$ cat src/rtl/fetch_sequencer_if.sv
// rtl/fetch_sequencer_if.sv - instruction memory and decode-side bundle for fetch_sequencer
interface fetch_sequencer_if #(
   parameter int ADDR_W = 32,
   parameter int DATA_W = 32
);
   logic              imem_req;
   logic [ADDR_W-1:0] imem_addr;
   logic              imem_gnt;
   logic              imem_rvalid;
   logic [DATA_W-1:0] imem_rdata;
   logic              inst_valid;
   logic [ADDR_W-1:0] inst_pc;
   logic [DATA_W-1:0] inst_data;
   logic              inst_ready;

   modport master (
      output imem_req, imem_addr, inst_valid, inst_pc, inst_data,
      input  imem_gnt, imem_rvalid, imem_rdata, inst_ready
   );

   modport slave (
      input  imem_req, imem_addr, inst_valid, inst_pc, inst_data,
      output imem_gnt, imem_rvalid, imem_rdata, inst_ready
   );
endinterface

$ cat src/rtl/fetch_sequencer.sv
// rtl/fetch_sequencer.sv - PC owner and imem fetch sequencer; FETCH_PERF_CNT_EN adds perf counters
module fetch_sequencer #(
   parameter int                ADDR_W   = 32,
   parameter int                DATA_W   = 32,
   parameter logic [ADDR_W-1:0] RESET_PC = '0,
   parameter logic [ADDR_W-1:0] PC_INC   = ADDR_W'(4)
) (
   input  logic              clk,
   input  logic              reset,
   input  logic              fetch_enable,
   input  logic              redirect_valid,
   input  logic [ADDR_W-1:0] redirect_pc,
   fetch_sequencer_if.master bus
`ifdef FETCH_PERF_CNT_EN
   ,
   output logic [31:0]       perf_fetch_cnt,
   output logic [31:0]       perf_stall_cnt,
   output logic [31:0]       perf_kill_cnt
`endif
);

   typedef enum logic [1:0] {IDLE, REQ, WAIT, HOLD} state_t;

   state_t            state;
   logic [ADDR_W-1:0] pc;
   logic [ADDR_W-1:0] req_pc;
   logic              kill;
   logic              req_q;
   logic              inst_valid_q;
   logic [ADDR_W-1:0] inst_pc_q;
   logic [DATA_W-1:0] inst_data_q;
   logic              outstanding;

   // A request is in flight if memory already accepted it and its response has not arrived yet
   assign outstanding = (state == WAIT && !bus.imem_rvalid) || (state == REQ && bus.imem_gnt);

   assign bus.imem_req   = req_q;
   assign bus.imem_addr  = pc;
   assign bus.inst_valid = inst_valid_q;
   assign bus.inst_pc    = inst_pc_q;
   assign bus.inst_data  = inst_data_q;

   // Fetch FSM: redirect overrides every state, otherwise IDLE -> REQ -> WAIT -> HOLD
   always_ff @(posedge clk) begin
      if (reset) begin
         state        <= IDLE;
         pc           <= RESET_PC;
         req_pc       <= '0;
         kill         <= 1'b0;
         req_q        <= 1'b0;
         inst_valid_q <= 1'b0;
         inst_pc_q    <= '0;
         inst_data_q  <= '0;
      end else if (redirect_valid) begin
         pc           <= redirect_pc;
         inst_valid_q <= 1'b0;
         if (outstanding) begin
            // old-stream response still due; park in WAIT and drop it when it lands
            kill  <= 1'b1;
            state <= WAIT;
            req_q <= 1'b0;
         end else begin
            kill  <= 1'b0;
            state <= fetch_enable ? REQ : IDLE;
            req_q <= fetch_enable;
         end
      end else begin
         case (state)
            IDLE: begin
               if (fetch_enable) begin
                  state <= REQ;
                  req_q <= 1'b1;
               end
            end
            REQ: begin
               if (bus.imem_gnt) begin
                  pc     <= pc + PC_INC;
                  req_pc <= pc;
                  state  <= WAIT;
                  req_q  <= 1'b0;
               end else if (!fetch_enable) begin
                  state <= IDLE;
                  req_q <= 1'b0;
               end
            end
            WAIT: begin
               if (bus.imem_rvalid) begin
                  if (kill) begin
                     kill  <= 1'b0;
                     state <= fetch_enable ? REQ : IDLE;
                     req_q <= fetch_enable;
                  end else begin
                     inst_data_q  <= bus.imem_rdata;
                     inst_pc_q    <= req_pc;
                     inst_valid_q <= 1'b1;
                     state        <= HOLD;
                  end
               end
            end
            HOLD: begin
               // the next request waits one cycle so the output register is empty when it lands
               if (inst_valid_q && bus.inst_ready) begin
                  inst_valid_q <= 1'b0;
                  state        <= fetch_enable ? REQ : IDLE;
                  req_q        <= fetch_enable;
               end
            end
            default: begin
               state <= IDLE;
               req_q <= 1'b0;
            end
         endcase
      end
   end

`ifdef FETCH_PERF_CNT_EN
   // Free-running wrap-around event counters for decode handshakes, stalls and dropped responses
   always_ff @(posedge clk) begin
      if (reset) begin
         perf_fetch_cnt <= '0;
         perf_stall_cnt <= '0;
         perf_kill_cnt  <= '0;
      end else begin
         if (inst_valid_q && bus.inst_ready) begin
            perf_fetch_cnt <= perf_fetch_cnt + 32'd1;
         end
         if (inst_valid_q && !bus.inst_ready) begin
            perf_stall_cnt <= perf_stall_cnt + 32'd1;
         end
         if (state == WAIT && bus.imem_rvalid && (kill || redirect_valid)) begin
            perf_kill_cnt <= perf_kill_cnt + 32'd1;
         end
      end
   end
`endif

endmodule
$ cat src/flat_wrapper.sv
// flat-port wrapper written by rule: the top's interface ports become plain ports
module fetch_sequencer_flat 
#(
   parameter int                ADDR_W   = 32,
   parameter int                DATA_W   = 32,
   parameter logic [ADDR_W-1:0] RESET_PC = '0,
   parameter logic [ADDR_W-1:0] PC_INC   = ADDR_W'(4)
)
  (clk, reset, fetch_enable, redirect_valid, redirect_pc, bus_imem_req, bus_imem_addr, bus_inst_valid, bus_inst_pc, bus_inst_data, bus_imem_gnt, bus_imem_rvalid, bus_imem_rdata, bus_inst_ready);
  fetch_sequencer_if #(.ADDR_W(ADDR_W), .DATA_W(DATA_W)) bus_i ();
  input  logic clk;
  input  logic reset;
  input  logic fetch_enable;
  input  logic redirect_valid;
  input  logic [ADDR_W-1:0] redirect_pc;
  output wire logic [$bits(bus_i.imem_req)-1:0] bus_imem_req;
  output wire logic [$bits(bus_i.imem_addr)-1:0] bus_imem_addr;
  output wire logic [$bits(bus_i.inst_valid)-1:0] bus_inst_valid;
  output wire logic [$bits(bus_i.inst_pc)-1:0] bus_inst_pc;
  output wire logic [$bits(bus_i.inst_data)-1:0] bus_inst_data;
  input wire logic [$bits(bus_i.imem_gnt)-1:0] bus_imem_gnt;
  input wire logic [$bits(bus_i.imem_rvalid)-1:0] bus_imem_rvalid;
  input wire logic [$bits(bus_i.imem_rdata)-1:0] bus_imem_rdata;
  input wire logic [$bits(bus_i.inst_ready)-1:0] bus_inst_ready;
  assign bus_imem_req = bus_i.imem_req;
  assign bus_imem_addr = bus_i.imem_addr;
  assign bus_inst_valid = bus_i.inst_valid;
  assign bus_inst_pc = bus_i.inst_pc;
  assign bus_inst_data = bus_i.inst_data;
  assign bus_i.imem_gnt = bus_imem_gnt;
  assign bus_i.imem_rvalid = bus_imem_rvalid;
  assign bus_i.imem_rdata = bus_imem_rdata;
  assign bus_i.inst_ready = bus_inst_ready;
  fetch_sequencer #(.ADDR_W(ADDR_W), .DATA_W(DATA_W), .RESET_PC(RESET_PC), .PC_INC(PC_INC)) u_core (.clk(clk), .reset(reset), .fetch_enable(fetch_enable), .redirect_valid(redirect_valid), .redirect_pc(redirect_pc), .bus(bus_i));
endmodule
$ cat config.mk
export PLATFORM = sky130hd
export DESIGN_NAME = fetch_sequencer_flat
export DESIGN_NICKNAME = d
export VERILOG_FILES = /design/src/rtl/fetch_sequencer_if.sv /design/src/rtl/fetch_sequencer.sv /design/src/flat_wrapper.sv
export SDC_FILE = /design/constraint.sdc
export NUM_CORES = 1
export LEC_CHECK = 0
export ABC_AREA = 0
export BUFFER_PORTS_ARGS = -buffer_cell sky130_fd_sc_hd__clkbuf_2
export CORE_MARGIN = 4
export CORE_UTILIZATION = 52
export DETAILED_ROUTE_END_ITERATION = 10
export PLACE_DENSITY = 0.81
export SYNTH_ARGS = -nofsm -noshare
export SYNTH_HDL_FRONTEND = slang
export SYNTH_SLANG_ARGS = --single-unit
$ cat constraint.sdc
create_clock -name clk -period 5.17 [get_ports clk]
set_clock_uncertainty 0.15 [all_clocks]
set_input_delay 0.517 -clock clk [delete_from_list [all_inputs] [get_ports clk]]
set_output_delay 0.517 -clock clk [all_outputs]
set_load 0.1 [all_outputs]
Word level (Yosys, flattened, before mapping)
Cells that the tools add are included.

operators by class
  add/subtract/negate cells = 1
  eq/ne operators = 11
  reductions and logical operators = 19
  multiplexer cells = 30
  bitwise gates (word level) = 2

operators by type and width
  cell                                                              count
  32-bit 2-to-1 mux                                                 3
  32-bit by 3-bit adder with 32-bit output (second input constant)  1
  1-bit 2-to-1 mux                                                  16
  2-bit 2-to-1 mux                                                  8
  4-bit AND reduction                                               3
  2-bit nonzero test                                                5
  2-bit one-hot mux with 4 select lines                             1
  3-bit by 2-bit != test with 1-bit output (second input constant)  2
  3-bit != test (second input constant)                             2
  5-bit AND reduction                                               1
  2-bit == test (second input constant)                             2
  2-bit != test (second input constant)                             2
  4-bit != test (second input constant)                             1
  1-bit one-hot mux with 4 select lines                             1
  2-bit AND reduction                                               2
  1-bit logical AND                                                 3
  3-bit AND reduction                                               1
  2-bit by 1-bit == test with 1-bit output (second input constant)  1
  2-bit zero test                                                   1
  2-bit by 1-bit != test with 1-bit output (second input constant)  1
  1-bit NOT                                                         2
  1-bit one-hot mux with 2 select lines                             1
  2-bit OR reduction                                                1
  1-bit zero test                                                   1
  1-bit logical OR                                                  1

word-level totals
  output and inout bits = 98
  flip-flop bits (word level) = 133
  logic and storage cells = 71
  bits of input ports = 71

Depth between registers and ports, before layout
Gate-level depths: netlist (run 1).

  word-level depth = 5
  gate-level depth with buffers = 7

Worst setup path before layout (run 1)
OpenSTA, ideal clock, no wires.

  kind = register to register
  start point = register u_core.pc[2], in the netlist u_core.bus.imem_addr[2]
  end point = register u_core.pc[28], in the netlist u_core.bus.imem_addr[28]
  buffers on the path = 0
  data required time = 4.929 ns
  cell stages (with the launch flop) = 6
  data arrival time = 2.768 ns
  slack = 2.161 ns
  clock period less this slack = 3.009 ns
  cell sequence = dfxtp_1 > ha_1 > nand3_1 > or4_4 > or4_1 > a311oi_1

between the ends
  word-level cells in the longest chain between the ends = 4

ends and longest elaborated chain
  item                                      line                   RTL
  start: declaration                        fetch_sequencer.sv:25  logic [ADDR_W-1:0] pc;
  start signal: assignment                  fetch_sequencer.sv:55  pc <= redirect_pc;
  start signal: assignment                  fetch_sequencer.sv:77  pc <= pc + PC_INC;
  32-bit by 3-bit adder with 32-bit output  fetch_sequencer.sv:77
  32-bit 2-to-1 mux                         fetch_sequencer.sv:76  if (bus.imem_gnt) begin
  32-bit 2-to-1 mux                         fetch_sequencer.sv:68  case (state)
  32-bit 2-to-1 mux                         fetch_sequencer.sv:54  end else if (redirect_valid) begin

No other way between the ends. The select of a mux whose other input is x is not followed.
A chain may end at the register's enable or synchronous reset.

Final worst setup path (run 1)
  start point = register u_core.state[0]
  end point = register u_core.req_pc[25]

between the ends
  word-level cells in the longest chain between the ends = 2

ends and longest elaborated chain
  item                                      line                    RTL
  start: declaration                        fetch_sequencer.sv:24   state_t state;
  start signal: assignment                  fetch_sequencer.sv:64   state <= fetch_enable ? REQ : IDLE;
  start signal: assignment                  fetch_sequencer.sv:90   state <= fetch_enable ? REQ : IDLE;
  start signal: assignment                  fetch_sequencer.sv:104  state <= fetch_enable ? REQ : IDLE;
  2-bit by 1-bit == test with 1-bit output  fetch_sequencer.sv:68
  3-bit AND reduction (no source line)      n/a
  end signal: assignment                    fetch_sequencer.sv:78   req_pc <= pc;
  end: declaration                          fetch_sequencer.sv:26   logic [ADDR_W-1:0] req_pc;

No other way between the ends.

==> results of run 1 <==
==> sequential cells by signal (all words and copies together), names as in the netlist <==
name                   cells
u_core.req_pc             32
u_core.state               2
u_core.bus.inst_pc        32
u_core.bus.inst_valid      1
u_core.bus.imem_addr      32
u_core.bus.imem_req        1
u_core.kill                1
u_core.bus.inst_data      32
==> power by group <==
| part | switching, W | internal, W | total [W] |
|---|---|---|---|
| combinational | 0.000235 | 0.0000665 | 0.000301 |
| clock | 0.000444 | 0.000846 | 0.00129 |
| sequential | 0.0000429 | 0.00105 | 0.00110 |
| total | 0.000721 | 0.00196 | 0.00269 |
==> final cells by class <==
| type | count | share of cell area, % |
|---|---|---|
| well taps | 136 | 2.45 |
| multi-input cells | 503 | 37.0 |
| repair buffers | 171 | 12.5 |
| flip-flops and latches | 133 | 38.4 |
| clock inverters | 12 | 2.90 |
| clock buffers | 20 | 6.27 |
| inverters | 10 | 0.541 |
==> cell usage after synthesis, drive strengths merged, types with 3 or more instances <==
library cell and n:
dfxtp 133, and4 3, and2 3, inv 10, a211oi 10, nor4 7, and3 9, nor2 30
a311oi 12, nor3 7, or4 16, a32oi 3, nand3 16, a21oi 104, xnor2 7, mux2i 3
nand2 213, o31ai 9, clkbuf 36, o21ai 8, or3 8, buf 11, nand4 7
==> how the worst min path moves through the flow <==
| stage | to | slack (ns) |
|---|---|---|
| finish | u_core.bus.inst_data[14]$_SDFFE_PP0P_ | 0.07 |
| global route | u_core.bus.inst_data[10]$_SDFFE_PP0P_ | 0.06 |
| CTS | u_core.bus.inst_data[4]$_SDFFE_PP0P_ | 0.05 |
| detailed placement | u_core.bus.inst_pc[22]$_SDFFE_PP0P_ | 0.29 |
| global placement | u_core.bus.inst_pc[26]$_SDFFE_PP0P_ | 0.29 |
| floorplan | u_core.bus.inst_pc[0]$_SDFFE_PP0P_ | 0.28 |
==> cell families after synthesis <==
family,synth area share (%)
AND/OR/NAND/NOR,27.7
AO/OA/AOI/OAI,17.3
flip-flops,48.9
buffers and inverters,4.00
XOR/XNOR,1.29
multiplexers,0.552
adder cells (fa/ha/maj),0.230
==> cells in the final DEF, fill, tap and decap left out, types with 3 or more instances in the layout <==
cell,n
dfxtp_1,133
clkbuf_16,16
and3_1,9
nor2_1,29
or3_1,8
nand2_1,212
o21ai_0,7
a32oi_1,3
or4_1,15
a311oi_1,12
buf_4,4
clkbuf_2,167
nor4_1,6
a211oi_1,10
mux2i_1,3
xnor2_1,7
o31ai_1,9
bufinv_16,5
nand3_1,16
inv_1,10
nand4_1,6
and4_1,3
nor3_1,7
a21oi_1,104
==> through the flow <==
| step | hold slack, ns | total power, W | utilization (%) |
|---|---|---|---|
| finish | 0.0697 | 0.00269 | 67.5 |
| global route | 0.0589 | 0.00276 | 67.5 |
| CTS | 0.0507 | 0.00270 | 67.5 |
| detailed placement | 0.294 | 0.00142 | 61.3 |
| global placement | 0.286 | 0.00141 | 61.3 |
| floorplan | 0.282 | 0.00134 | - |
==> routing by layer <==
metal  global-route usage [%]  up-vias  part of all wire, %
li1                         -     2697                    -
met1                     33.5     2563                   42
met2                     41.3      218                   49
met3                     6.52       30                  7.8
met4                     8.36        0                  2.0
met5                        0        -                    0
==> worst register-to-register path, stage by stage (launching register included) <==
cell and delay (ns):
dfxtp_1 0.58, nand3b_1 0.57, nor2_2 1.16, nand2_1 0.26, a21oi_1 0.18
==> results.ini, run 1 <==
[timing]
setup-violations-final=0
finalHoldViolCount=0
tightestPinTransition_ns=1.25
period_minus_slack_ns=2.97
rsz0062_at_grt=false
min_period_over_period_pct=57.5
layout_setup_ws_ns=2.20
drv_slew=0
tns_ns=0
max_freq_mhz=337
relSlewSlack_pct=16.3

[finish]
stdcell_count=985
final_nets=908
diodes=0
drive_above_1_share_pct=24.6
regArea_um2=2660
fill_cells=882
design_area_um2=6940
synthToLayoutAreaGrowth_pct=27.5
multi_input_area_um2=2570

[critical_path]
crit_family=simple AND/OR/NAND/NOR gates
crit_path_max_fanout=32
worstRegToRegCells=4
endpoint_kind=register
crit_end=u_core.req_pc[25]$_SDFFE_PP0P_
critPathBufInv=0
critPathArrivalTime_ns=3.27
slowest_delay_ns=1.15
cpMaxStageDelayCell=nor2_2
reg2reg_slack_ns=2.20
cp.required_ns=5.46
cp-startpoint=u_core.state[0]$_SDFFE_PP0P_
rr_endpoint=u_core.req_pc[25]$_SDFFE_PP0P_
crit_cells=4
r2r-start=u_core.state[0]$_SDFFE_PP0P_
setup.worst_path.start_class=register
worstSetupPathType=reg -> reg
cp_cell_sequence=nand3b_1 -> nor2_2 -> nand2_1 -> a21oi_1

[synth]
synth_ff_type=dfxtp_1
synthArstFlopShare_pct=0
ys_seq_elements=133
synthCells=693
synth_top_area_share_pct=48.9
syn_area_um2=5440
synth_cell_types=49
synth.largest_area_cell=dfxtp_1
yosysWarnings=0
synth_edf_count=0
syn-num-nets=765
synthTopCellsByArea=dfxtp_1 49%, nand2_1 15%, a21oi_1 9.6%, clkbuf_1 2.5%, nor2_1 2.1%
avgSynthCellArea_um2=7.85
ys_seq_area_share_pct=48.9

[placement]
preCtsSetupSlack_ns=2.08
io_buffers=168
placedCellCount=953
dp_hpwl_um=10600
place_congestion=0.872
post_dp_cell_area_um2=6300

[clock_network]
cts-buffers-inserted=17
clockBufferDepth=2
root_buffer=clkbuf_8
cts_tree=yes
h-tree-depth=4
clk_latency_ns=0.52
clkTransAtPathRegs_ns=0.06
cts_hold_buf=0
cts_resized=0
cts_setup_buffers=0
clock-sinks=133

[detailed_routing]
detail_route.wl_per_cell_um=15.8
vias_per_cell=5.59
drt_iter0_markers=553
wirelength_um=15600
num_vias=5508
drt.antenna.violating_nets=0
first_pass_iters=5
drc_errors=0

[worst_hold_path]
hold_path.class=in -> reg
holdCritStartpoint=bus_imem_rdata[14]
holdPathStages=3

[die]
start_util_pct=52.9
coreArea_um2=10300
die_w_um=110
rows=37
num_io_pins=169
die_y_um=110
die-area_um2=12200

[global_route]
overflow=0
grt_pass1_wl_um=24400
grt_pass1_vias=4999
antenna_found_initial=0
grt_max_degree=76
groute.usage.overall_pct=25.6

[job]
maxCapViolations=0

[run_status]
status=completed

[pwr]
ir_drop_mv=0.277
power_density_nw_per_um2=387
p_leak_nw=2.72

No activity file was read; power rests on OpenSTA's default activity.
==> inputs of run 2 (changes only) <==
CORE_UTILIZATION = 46   (was 52)
PLACE_DENSITY = 0.76   (was 0.81)
clock period = 2.45 ns   (was 5.17 ns; I/O delays follow)
==> run 2 against run 1 <==
Worst setup slack got worse by 2.0 ns. Via count rose by 5.2%. Largest power group unchanged. Register-to-register slack worse by 2.0 ns. Die area up 12%. Total power increased by 110%. Routed wire length is 8.8% higher. Fmax increased by 30%. Non-clock buffer count rose by 72.
==> results.ini, run 2 (same netlist as run 1, synthesis figures left out) <==
[global_route]
groute.usage.overall_pct=24.7  ; -0.82 points
grtUsageMet1_pct=33.8  ; +0.31 points
overflow=0  ; unchanged
grt_pass1_vias=5337  ; +6.8%
antenna_found_initial=1  ; +1
use_met2_pct=38.3  ; -3.1 points
grt_pass1_wl_um=26700  ; +9.7%
grt-busiest-layer=met2
grt_max_degree=65  ; -14%
grt_use_met3_pct=6.17  ; -0.36 points

[timing]
finalHoldViolCount=0  ; unchanged
rsz0062_at_grt=false
drv_slew=0  ; unchanged
relSlewSlack_pct=55.1  ; +39 points
setup-violations-final=0  ; unchanged
max_freq_mhz=438  ; +30%
period_minus_slack_ns=2.28  ; -0.691 ns
tightestPinTransition_ns=0.674  ; -0.581 ns
holdWs_ns=0.0155  ; -0.0542 ns
min_period_over_period_pct=93.1  ; +36 points

[clock_network]
cts_setup_buffers=0  ; unchanged
clkTransAtPathRegs_ns=0.06  ; about the same
clock-sinks=133  ; unchanged
clk_latency_ns=0.41  ; -0.11 ns
root_buffer=clkbuf_16
cts-buffers-inserted=17  ; unchanged
cts_tree=yes
clockBufferDepth=2  ; unchanged
h-tree-depth=4  ; unchanged

[pwr]
internal-power_w=0.00403  ; +100%
p_comb_share_pct=13.4  ; +2.2 points
seq_power_share_pct=41.5  ; +0.7 points
power_w=0.00555  ; +110%
power_density_nw_per_um2=726  ; +88%
ir_drop_mv=0.546  ; +97%
switchingPower_w=0.00152  ; +110%
swShare_pct=27.4  ; +0.59 points
p_clk_share_pct=45.0  ; -3.0 points
p_leak_nw=3.02  ; +11%

[die]
start_util_pct=47.3  ; -5.7 points
die-area_um2=13600  ; +12%
num_io_pins=169  ; unchanged
coreArea_um2=11500  ; +12%
die_y_um=117  ; +5.9%
die_w_um=117  ; +5.9%
rows=39  ; +5.4%

[critical_path]
worstSetupPathType=reg -> reg
setup.worst_path.start_class=register
crit_family=simple AND/OR/NAND/NOR gates
crit_path_max_fanout=8  ; -75%
slowest_delay_ns=0.74  ; -0.41 ns
cp_cell_sequence=nand3b_1 -> or4_1 -> or4_1 -> a311oi_1
critPathBufInv=0  ; unchanged
cp.required_ns=2.62  ; -2.84 ns
cpMaxStageDelayCell=or4_1
crit_path_frequent_cell=or4_1
critPathArrivalTime_ns=2.45  ; -0.82 ns
endpoint_kind=register

[detailed_routing]
vias_per_cell=5.44  ; -2.8%
drt.antenna.violating_nets=0  ; unchanged
first_pass_iters=7  ; +2
drt_iter0_markers=602  ; +8.9%
num_vias=5794  ; +5.2%
drc_errors=0  ; unchanged
detail_route.wl_per_cell_um=15.9  ; +0.54%
wirelength_um=17000  ; +8.8%

[placement]
io_buffers=168  ; unchanged
dp_hpwl_um=10800  ; +1.5%
placedCellCount=972  ; +2.0%
place_congestion=0.838  ; -3.9%
post_dp_cell_area_um2=6460  ; +2.4%

[finish]
final_cell_mix=212 x nand2_1, 167 x clkbuf_2, 107 x dfxtp_1
fin_util_pct=66.4  ; -1.2 points
final_nets=980  ; +7.9%
stdcell_count=1066  ; +8.2%
fill_cells=977  ; +11%
design_area_um2=7640  ; +10%
final_common_cell=nand2_1
synthToLayoutAreaGrowth_pct=40.5
drive_above_1_share_pct=26.7  ; +2.1 points

[job]
maxCapViolations=0  ; unchanged

[worst_hold_path]
hold_path.class=in -> reg

[run_status]
status=completed

[run 2: cell count changes in the layout (fill, tap and decap cells not counted), sizes merged]
| cell | before | now |
|---|---|---|
| clkbuf | 187 | 188 |
| inv | 11 | 10 |
| clkinv | 4 | 6 |
| buf | 4 | 16 |
| diode | 0 | 2 |
| dlygate4sd3 | 0 | 60 |
| bufinv | 5 | 3 |
[run 2: what timing repair did]
action,4_1_cts,5_1_grt
endpoints found under the hold margin,60,0
gates resized for setup,0,1
hold buffers,60,0
setup endpoints to repair,0,1
[run 2: worst min-delay path, delay by kind of cell]
| family | cells | cell delay, ns |
|---|---|---|
| AO/OA/AOI/OAI | 1 | 0.07 |
| buffers and inverters | 1 | 0.08 |
| AND/OR/NAND/NOR | 1 | 0.13 |
[run 2: power by group through the flow]
stage                     registers, W  clock network, W  logic (W)
after floorplan                0.00264                 0   0.000187
after global placement         0.00234                 0   0.000659
after detailed placement       0.00235                 0   0.000661
after CTS                      0.00230           0.00252   0.000740
after global routing           0.00231           0.00265   0.000789
final                          0.00230           0.00250   0.000746
[run 2: final cells by class]
type	instances	area (um2)	area share [%]
antenna	2	5.00	0.0655
clock buffer	21	440	5.76
clock inverter	11	135	1.77
inverter	10	37.5	0.491
multi-input combinational	503	2570	33.7
sequential	133	2710	35.4
tap	143	179	2.34
timing repair buffer	243	1570	20.5
[run 2: final timing paths]
kind	startpoint	end	slack, ns	cells after the start
worst max-delay path	u_core.state[1]$_SDFFE_PP0P_	u_core.bus.imem_addr[17]$_SDFFE_PP0P_	0.17	4
worst min-delay path	redirect_pc[26]	u_core.bus.imem_addr[26]$_SDFFE_PP0P_	0.02	3
worst max register to register	u_core.state[1]$_SDFFE_PP0P_	u_core.bus.imem_addr[17]$_SDFFE_PP0P_	0.17	4
worst min register to register	u_core.req_pc[15]$_SDFFE_PP0P_	u_core.bus.inst_pc[15]$_SDFFE_PP0P_	0.30	2
[run 2: through the flow]
step                      setup TNS [ns]  worst slack (ns)
after floorplan                  -0.0563           -0.0387
after global placement                 0             0.179
after detailed placement               0             0.152
after CTS                              0             0.166
after global routing                   0            0.0431
final                                  0             0.169
[run 2: metal layers]
layer  share of wire, %  vias up
met5                  0        -
met4                2.5        0
met3                7.1       37
met2                 48      249
met1                 42     2666
li1                   -     2842
==> inputs of run 3 (changes only) <==
CELL_PAD_IN_SITES_DETAIL_PLACEMENT = 1   (was not set)
CELL_PAD_IN_SITES_GLOBAL_PLACEMENT = 1   (was not set)
CORE_UTILIZATION = 33   (was 46)
PLACE_DENSITY = not set   (was 0.76)
PLACE_DENSITY_LB_ADDON = 0.1   (was not set)
==> run 3 against run 2 <==
Routed wire length grew 15%. Sequential cell count is the same. Sequential power is essentially flat. Hold slack gained 0.019 ns. Die area grew 36%. Critical endpoint is now u_core.bus.imem_addr[28]$_SDFFE_PP0P_. Clock power grew 5%. Final area grew 1.9%. Cell count grew 6.7%. Highest routed layer unchanged. Sequential share of layout area shrank 0.67 points.
==> results.ini, run 3 (same netlist as run 1, synthesis figures left out) <==
[detailed_routing]
wirelength_um=19600  ; +15%
drc_errors=0  ; unchanged
drt.antenna.violating_nets=0  ; unchanged
drt_iter0_markers=335  ; -44%
detail_route.wl_per_cell_um=17.2  ; +8.1%
vias_per_cell=5.08  ; -6.5%
first_pass_iters=4  ; -3
num_vias=5777  ; -0.29%

[clock_network]
cts_setup_buffers=0  ; unchanged
cts_tree=yes
clockBufferDepth=2  ; unchanged
clock-sinks=133  ; unchanged
cts-buffers-inserted=17  ; unchanged
clk_latency_ns=0.42  ; about the same
root_buffer=clkbuf_16
clkTransAtPathRegs_ns=0.06  ; about the same
h-tree-depth=4  ; unchanged

[placement]
place_congestion=0.768  ; -8.3%
post_dp_cell_area_um2=6570  ; +1.8%
dp_hpwl_um=13400  ; +24%
io_buffers=168  ; unchanged
placedCellCount=1045  ; +7.5%

[finish]
stdcell_count=1137  ; +6.7%
final_nets=980  ; unchanged
synthToLayoutAreaGrowth_pct=43.2
final_cell_mix=212 x nand2_1, 167 x clkbuf_2, 107 x dfxtp_1
final_common_cell=nand2_1
regArea_um2=2710  ; unchanged
multi_input_area_um2=2580  ; +0.15%
design_area_um2=7790  ; +1.9%
drive_above_1_share_pct=27.1  ; +0.43 points
fill_cells=1973  ; +100%
diodes=0  ; -2

[die]
start_util_pct=34.0  ; -13 points
die_w_um=136  ; +17%
die_y_um=136  ; +17%
rows=46  ; +18%
coreArea_um2=16000  ; +39%
die-area_um2=18600  ; +36%
num_io_pins=169  ; unchanged

[timing]
setup-violations-final=0  ; unchanged
drv_slew=0  ; unchanged
rsz0062_at_grt=false
finalHoldViolCount=0  ; unchanged
min_period_over_period_pct=93.8  ; +0.73 points
period_minus_slack_ns=2.30  ; +0.0180 ns
max_freq_mhz=435  ; -0.78%
relSlewSlack_pct=52.2  ; -2.9 points
tightestPinTransition_ns=0.712  ; +0.0381 ns

[run_status]
status=completed

[job]
maxCapViolations=0  ; unchanged

[critical_path]
crit_family=simple AND/OR/NAND/NOR gates
slowest_delay_ns=0.56  ; -0.18 ns
crit_path_max_fanout=6  ; -2
setup.worst_path.start_class=register
cpMaxStageDelayCell=or4_4
critPathBufInv=0  ; unchanged
worstSetupPathType=reg -> reg
critPathArrivalTime_ns=2.47  ; +0.02 ns
cp_cell_sequence=ha_1 -> nand3_2 -> or4_4 -> or4_1 -> a311oi_1
cp.required_ns=2.62  ; about the same
endpoint_kind=register

[global_route]
grt_pass1_vias=5847  ; +9.6%
overflow=0  ; unchanged
groute.usage.overall_pct=21.1  ; -3.6 points
grt_max_degree=65  ; unchanged
grt_pass1_wl_um=30700  ; +15%
antenna_found_initial=0  ; -1

[pwr]
ir_drop_mv=0.481  ; -12%
power_density_nw_per_um2=730  ; +0.51%
p_leak_nw=3.05  ; +0.97%
power_w=0.00568  ; +2.4%

[worst_hold_path]
hold_path.class=in -> reg

-- run 3: final timing paths --
| check | slack (ns) | startpoint | cells past startpoint | endpoint |
|---|---|---|---|---|
| hold reg to reg | 0.30 | u_core.req_pc[29]$_SDFFE_PP0P_ | 2 | u_core.bus.inst_pc[29]$_SDFFE_PP0P_ |
| setup / recovery | 0.15 | u_core.bus.imem_addr[2]$_SDFFE_PP0P_ | 5 | u_core.bus.imem_addr[28]$_SDFFE_PP0P_ |
| setup reg to reg | 0.15 | u_core.bus.imem_addr[2]$_SDFFE_PP0P_ | 5 | u_core.bus.imem_addr[28]$_SDFFE_PP0P_ |
| hold / removal | 0.03 | redirect_pc[31] | 3 | u_core.bus.imem_addr[31]$_SDFFE_PP0P_ |
-- run 3: per-stage QoR --
stage	util (%)	setup TNS (ns)	worst slack, ns	hold slack, ns
6_report	48.7	0	0.151	0.0349
2_1_floorplan	-	-0.0563	-0.0387	0.229
4_1_cts	48.6	0	0.0880	0.0225
5_1_grt	48.7	0	0.0520	0.0236
3_5_place_dp	41.1	0	0.110	0.298
3_3_place_gp	41.1	0	0.198	0.292
-- run 3: area by class of cell --
class	instances	area share, %
clock inverters	12	1.93
repair buffers	243	20.5
well taps	216	3.47
multi-input cells	503	33.1
inverters	10	0.482
clock buffers	20	5.86
flip-flops and latches	133	34.7
-- run 3: routing by layer --
layer | global-route usage [%] | vias to the layer above | wire, um
met4 | 6.10 | 0 | 269
met5 | 0 | - | 0
met2 | 33.0 | 160 | 9150
met3 | 4.44 | 21 | 1060
met1 | 29.4 | 2753 | 9090
li1 | - | 2843 | -
-- run 3: power by group --
group	total, W	switching (W)	internal, W
Sequential	0.00231	0.0000849	0.00223
Clock	0.00262	0.000962	0.00165
Combinational	0.000759	0.000543	0.000216
-- run 3: timing repair --
| action | in CTS | in global routing |
|---|---|---|
| gates resized for setup | 0 | 2 |
| hold buffers | 60 | 0 |
| hold endpoints to repair | 60 | 0 |
| setup endpoints to repair | 0 | 2 |
-- run 3: worst min-delay path: cells and delay by family --
family	cells	cell delay, ns
and+or+nand+nor	1	0.06
AOI/OAI and AO/OA	1	0.17
buffers and inverters	1	0.08
